==> src/rtl/alu_function_sequencer.sv <==
// Drives the {f1,f2,f3} function code to the relay ALU decode tree, holds it through a
// settle interval, strobes the destination load and optionally captures flags (ALU_FLAG_CAPTURE_EN).
module alu_function_sequencer #(
    parameter int SETTLE_CYCLES = 4,
    parameter int LOAD_CYCLES   = 2
) (
    input  logic       clk,
    input  logic       rst_n,
    input  logic       start,
    input  logic [2:0] opcode,
    input  logic       dest,
    input  logic [7:0] alu_result,
    input  logic       alu_carry,
    output logic [2:0] f,
    output logic       ld_a,
    output logic       ld_d,
    output logic       ld_cond,
    output logic       flag_z,
    output logic       flag_c,
    output logic       flag_s,
    output logic       busy,
    output logic       done
);

    localparam int MAX_CYC = (SETTLE_CYCLES > LOAD_CYCLES) ? SETTLE_CYCLES : LOAD_CYCLES;
    localparam int CNT_W   = $clog2(MAX_CYC + 1);

    localparam logic [2:0] OP_ADD  = 3'b111;
    localparam logic [2:0] OP_INC  = 3'b011;
    localparam logic [2:0] OP_NULL = 3'b000;

    typedef enum logic [1:0] {IDLE, SETTLE, LOAD, DONE} state_t;

    state_t           state, state_nxt;
    logic [CNT_W-1:0] cnt, cnt_nxt;
    logic [2:0]       op_q, op_nxt;
    logic             dest_q, dest_nxt;
    logic             cap;
    logic             drive_f, strobe;

    always_ff @(posedge clk or negedge rst_n) begin
        if (!rst_n) begin
            state  <= IDLE;
            cnt    <= '0;
            op_q   <= OP_NULL;
            dest_q <= 1'b0;
        end else begin
            state  <= state_nxt;
            cnt    <= cnt_nxt;
            op_q   <= op_nxt;
            dest_q <= dest_nxt;
        end
    end

    always_comb begin
        state_nxt = state;
        cnt_nxt   = cnt;
        op_nxt    = op_q;
        dest_nxt  = dest_q;
        cap       = 1'b0;
        case (state)
            IDLE: if (start) begin
                op_nxt    = opcode;
                dest_nxt  = dest;
                cnt_nxt   = CNT_W'(SETTLE_CYCLES - 1);
                state_nxt = SETTLE;
            end
            SETTLE: if (cnt == '0) begin
                cnt_nxt   = CNT_W'(LOAD_CYCLES - 1);
                state_nxt = LOAD;
            end else begin
                cnt_nxt = cnt - CNT_W'(1);
            end
            LOAD: if (cnt == '0) begin
                cap       = (op_q != OP_NULL);
                state_nxt = DONE;
            end else begin
                cnt_nxt = cnt - CNT_W'(1);
            end
            DONE:    state_nxt = IDLE;
            default: state_nxt = IDLE;
        endcase
    end

    // Outputs are registered from the next state so they line up exactly with state entry.
    assign drive_f = (state_nxt == SETTLE) || (state_nxt == LOAD);
    assign strobe  = (state_nxt == LOAD) && (op_nxt != OP_NULL);

    always_ff @(posedge clk or negedge rst_n) begin
        if (!rst_n) begin
            f    <= 3'b000;
            ld_a <= 1'b0;
            ld_d <= 1'b0;
            busy <= 1'b0;
            done <= 1'b0;
        end else begin
            f    <= drive_f ? op_nxt : 3'b000;
            ld_a <= strobe && !dest_nxt;
            ld_d <= strobe && dest_nxt;
            busy <= (state_nxt != IDLE);
            done <= (state_nxt == DONE);
        end
    end

`ifdef ALU_FLAG_CAPTURE_EN
    always_ff @(posedge clk or negedge rst_n) begin
        if (!rst_n) begin
            ld_cond <= 1'b0;
            flag_z  <= 1'b0;
            flag_c  <= 1'b0;
            flag_s  <= 1'b0;
        end else begin
            ld_cond <= strobe;
            if (cap) begin
                flag_z <= (alu_result == 8'h00);
                flag_s <= alu_result[7];
                // Carry is only meaningful for the arithmetic codes; logic ops leave it alone.
                if (op_q == OP_ADD || op_q == OP_INC) flag_c <= alu_carry;
            end
        end
    end
`else
    logic unused_flag_inputs;
    assign unused_flag_inputs = ^{alu_result, alu_carry, cap};
    assign ld_cond = 1'b0;
    assign flag_z  = 1'b0;
    assign flag_c  = 1'b0;
    assign flag_s  = 1'b0;
`endif

endmodule

==> config.mk <==
export PLATFORM = sky130hd
export DESIGN_NAME = alu_function_sequencer
export DESIGN_NICKNAME = d
export VERILOG_FILES = /design/src/rtl/alu_function_sequencer.sv
export SDC_FILE = /design/constraint.sdc
export NUM_CORES = 1
export LEC_CHECK = 0
export CORE_UTILIZATION = 45
export DETAILED_ROUTE_END_ITERATION = 8
export PLACE_DENSITY = 0.78
export SYNTH_ARGS = -nofsm -noshare
export SYNTH_HDL_FRONTEND = slang
export SYNTH_SLANG_ARGS = --single-unit
==> constraint.sdc <==
create_clock -name clk -period 2.2 [get_ports clk]
set_input_delay 0.44 -clock clk [delete_from_list [all_inputs] [get_ports clk]]
set_output_delay 0.44 -clock clk [all_outputs]
set_load 0.005 [all_outputs]
* Word-level counts from Yosys, hierarchy flattened *
Index checks and enable logic that the tools add are counted.

word-level totals
  register bits after elaboration = 16

operators by class
  add/sub/neg operators = 1
  equality and inequality tests = 8
  multiplexer cells = 13
  reduce and logical (&&, ||, !) cells = 11

operators with widths
  kind                                                  count
  2-to-1 mux 3 bit                                      6
  one-hot mux 3 bit (3 select lines)                    1
  equality test 2 bit (second input constant)           4
  one-hot mux 2 bit (4 select lines)                    1
  2-to-1 mux 2 bit                                      3
  nonzero test 3 bit                                    2
  equality test 2 x 1 -> 1 bit (second input constant)  2
  != test 2 bit (second input constant)                 2
  logical AND 1 bit                                     3
  zero test 3 bit                                       1
  AND reduction 3 bit                                   1
  subtractor 3 x 1 -> 3 bit (second input constant)     1
  zero test 2 bit                                       1
  2-to-1 mux 1 bit                                      2
  nonzero test 2 bit                                    1
  zero test 1 bit                                       1
  logical OR 1 bit                                      1

* Longest topological paths before layout *
Gate-level depths: netlist (run 1).

  depth in word-level cells = 6
  mapped depth = 7
  gate-level depth less buffers = 7

* Worst setup path before layout (run 1) *
Ideal clock, no wire load.

  kind = register -> register
  start point = reg state[0]
  end point = reg f[1]
  data arrival time = 1,704 ps
  setup slack = 377 ps
  stages on the path, launching flop included = 8
  path through = dfrtp_1 -> inv_1 -> ha_1 -> buf_2 -> or3_1 -> o311ai_4 -> ha_1 -> and2_1

on the way
  longest elaborated chain between the ends = 5

ends and longest elaborated chain
  item                                                                 RTL line  RTL
  from (decl)                                                          34        state_t state, state_nxt;
  from (signal assigned)                                               48        state <= state_nxt;
  equality test 2 bit (tied with other cells)                          61        case (state)
  one-hot mux 2 bit (4 select lines)                                   61
  equality test 2 x 1 -> 1 bit or equality test 2 bit (tied branches)  86        assign drive_f = (state_nxt == SETTLE) || (state_nxt == LOAD);
  logical OR 1 bit                                                     86
  2-to-1 mux 3 bit *                                                   97        f <= drive_f ? op_nxt : 3'b000;
  to (signal assigned)                                                 97
  to (decl)                                                            14        output logic [2:0] f,

Mark *: on every way between the ends. The rest lies on a longest branch, timed or not.
A chain may end at the register's enable or synchronous reset.

* Worst setup path after layout (run 1) *
  start point = reg state[0]
  end point = reg f[2]

The elaborated chain is that of the path after synthesis.

==> metrics.txt, run 1 <==
outcome finished, final reports clean; Final nets 117; port bufs 13; gate count of the mapped netlist 78; Final Cycle Share between 80 and 90%; Worst-Margin Slew 0.682 ns; CP bufs+invs 1; post-DR vias/cell 4.95; maximum root-to-sink buffer count 2; CP Data Required Time 2.37 ns; YS warnings 0; hold-fix buffers at CTS 0; first-pass GRT wire length 2190 µm; Crit Path Max Fanout 9; Max Cap Violations 0; Filler Cells Inserted 155; Crit. End Element register; All-Layer GR Usage 14.7%; worst r2r src state[0]$_DFF_PN0_; Most used DFF post-synth dfrtp_1; row count 15; initial core utilization 49.1%; WP data arrival roughly 2.1 ns; root buf cell clkbuf_4; endpoints failing setup 0; Period minus WS final 1.96 ns; clock slew at reported path FFs about 0.09 ns; Synth cell types 31; TritonCTS Buffers 3; #FFs+latches synth 16; drt first pass iters 4; DP Wirelength roughly 1000 µm; Setup Skew 0.00449 ns; Leakage 0.491 nW; Cell Pwr Density roughly 1300 mW/mm²; Area Growth Syn to Fin 20.1%; normalized max-slew margin between 50% and 60%; drt initial violations 10; CORE AREA 0.00176 mm²; crit-path max cell delay 0.43 ns; HP Class register to register; Mean Syn Cell Area 11.1 µm²; worst hold start cnt[1]$_DFFE_PN0P_; total power 1.37 mW; largest net degree at the start of global routing 17; Routed WL per cell 10.8 µm; Synth area leaders dfrtp_1 46%, ha_1 10%, mux2_2 3.9%, buf_4 3.5%, inv_1 3.5%; vias in the first global route 526; most used cell along the critical path ha_1; ys async rst share 100%; Crit Path Category register to register; clock sink count 16; number of remaining DRC errors 0; share of the synthesized area in the top cell type a little under half; Placer Congestion 0.751; worst reg-to-reg setup slack 0.24 ns; Max VDD drop 0.635 mV; Post-synth EDFFs 0; reg2reg path depth 6; Final Max Slew Viols 0; hold path depth 1; n_diodes 0; Remaining Overflow, GRT 0; slowest CP cell or3_1; Post CTS Setup Buffer Count 0; IO Pins 27; initial antenna violation count 0; library cell with the largest summed area after synthesis dfrtp_1; max frequency 511 MHz; Die X about 46 µm; CTS tree yes; CP Launch Type register; Detail Route Antenna Nets 0; clk_lat worst skew between 0.2 and 0.3 ns; Worst path top cell family by delay adder cells; H-tree depth 1; Total Wirelength 1270 µm; die area 0.00211 mm²; RR Endpoint f[2]$_DFF_PN0_; Die Span Y 45.9 µm; CP Cell Sequence inv_1, ha_1, or3_1, o311ai_4, ha_1, and2_1; Hold Fails Final Rpt 0; RSZ-0062 raised after global routing false; WHS Endpoint cnt[1]$_DFFE_PN0P_; fraction of layout cells with a size suffix above 1 15.1%; synthesized area 867 µm²; post_cts resized 0; Setup TNS Final 0 ns; post-synthesis sequential area ratio a little under half; vias just under 600
cell usage in the layout, fill, tap and decap left out:
master and n:
mux2_2 3, o31ai_1 1, nor2_1 8, nor2b_1 1
o22a_1 2, nand2b_1 1, o21ai_1 1, o21ai_0 2
and2_1 3, inv_1 8, nor3b_2 1, dfrtp_1 16
o2bb2ai_2 1, a211oi_1 1, ha_1 7, conb_1 4
nor3_2 1, nand2_2 1, o31a_1 1, nand2b_4 1
clkbuf_4 3, or3_1 1, a22oi_1 1, clkdlybuf4s50_1 13
a21oi_1 2, a211o_1 1, a31oi_1 1, mux2_4 1
clkbuf_8 1, mux2i_1 1, o311ai_4 1, nand2_1 3
cell type report:
class                   instances  area [µm²]  area share, %
clock buffers                   4        36.3           3.49
well taps                      25        31.3           3.00
flip-flops and latches         16         400           38.5
inverters                       8        30.0           2.88
multi-input cells              52         413           39.7
repair buffers                 13         130           12.5
worst register-to-register path: cells and delay by family, from the launching register on:
| kind | cells | cell delay [ns] |
|---|---|---|
| compound gates | 1 | 0.12 |
| fa+ha+maj | 2 | 0.65 |
| buf+inv | 1 | 0.09 |
| flops | 1 | 0.40 |
| simple gates | 2 | 0.58 |
how the worst max path moves through the flow:
stage / start / to / slack (ns) / cells past startpoint
finish: state[0]$_DFF_PN0_ / f[2]$_DFF_PN0_ / 0.24 / 6
global route: state[0]$_DFF_PN0_ / f[2]$_DFF_PN0_ / 0.15 / 6
CTS: state[0]$_DFF_PN0_ / f[1]$_DFF_PN0_ / 0.24 / 6
detailed placement: start / f[1]$_DFF_PN0_ / 0.13 / 6
global placement: start / f[2]$_DFF_PN0_ / 0.13 / 6
floorplan: state[0]$_DFF_PN0_ / f[1]$_DFF_PN0_ / 0.38 / 7
cells by family (layout without fill, tap and decap cells):
kind of cell	count (synthesis)	in the layout	synth area share [%]
flops	16	16	46.2
simple gates	21	21	14.0
mux	5	5	6.78
fa+ha+maj	7	7	10.1
compound gates	15	15	15.0
buf+inv	13	25	7.50
other cells	1	4	0.432
power by group:
part	switching (mW)	total [mW]	internal (mW)
combinational	0.351	0.712	0.362
clock	0.0857	0.186	0.101
sequential	0.0538	0.467	0.414
total	0.490	1.37	0.876
layer usage:
| layer | share of wire [%] | wire length (µm) | vias up | GRT usage [%] |
|---|---|---|---|---|
| met5 | 0 | 0 | - | 0 |
| met4 | 0.79 | 10 | 0 | 5.29 |
| met1 | 45 | 566 | 279 | 17.9 |
| li1 | - | - | 287 | - |
| met2 | 50 | 641 | 16 | 24.2 |
| met3 | 4.0 | 51 | 2 | 4.76 |
Yosys cell counts, drive strengths merged, types with 2 or more instances:
master and number:
o22a 2, mux2 4, o21ai 3, and2 3
buf 5, nor2 8, a21oi 2, inv 8
ha 7, nand2 4, nand2b 2, dfrtp 16
registers in the layout, indices dropped and copies added, names as in the netlist:
name    count
state       2
cnt         3
dest_q      1
ld_a        1
ld_d        1
busy        1
done        1
op_q        3
f           3
per-stage QoR:
stage / hold slack, ns / std cells / cell area, µm² / setup WS, ns / utilization (%)
global route: 0.554 / 118 / 1040 / 0.148 / 59.0
detailed placement: 0.508 / 114 / 1000 / 0.130 / 57.0
CTS: 0.530 / 118 / 1040 / 0.236 / 59.0
global placement: 0.497 / 114 / 1000 / 0.131 / 57.0
finish: 0.524 / 118 / 1040 / 0.245 / 59.0
floorplan: 0.144 / 81 / 878 / 0.377 / -
(Power assumes the default switching activity.)
==> run 2: changes to the inputs <==
GPL_ROUTABILITY_DRIVEN = 0   (was not set)
==> results of run 2 <==
The final DEF is identical to that of run 1; final timing and power are the same.
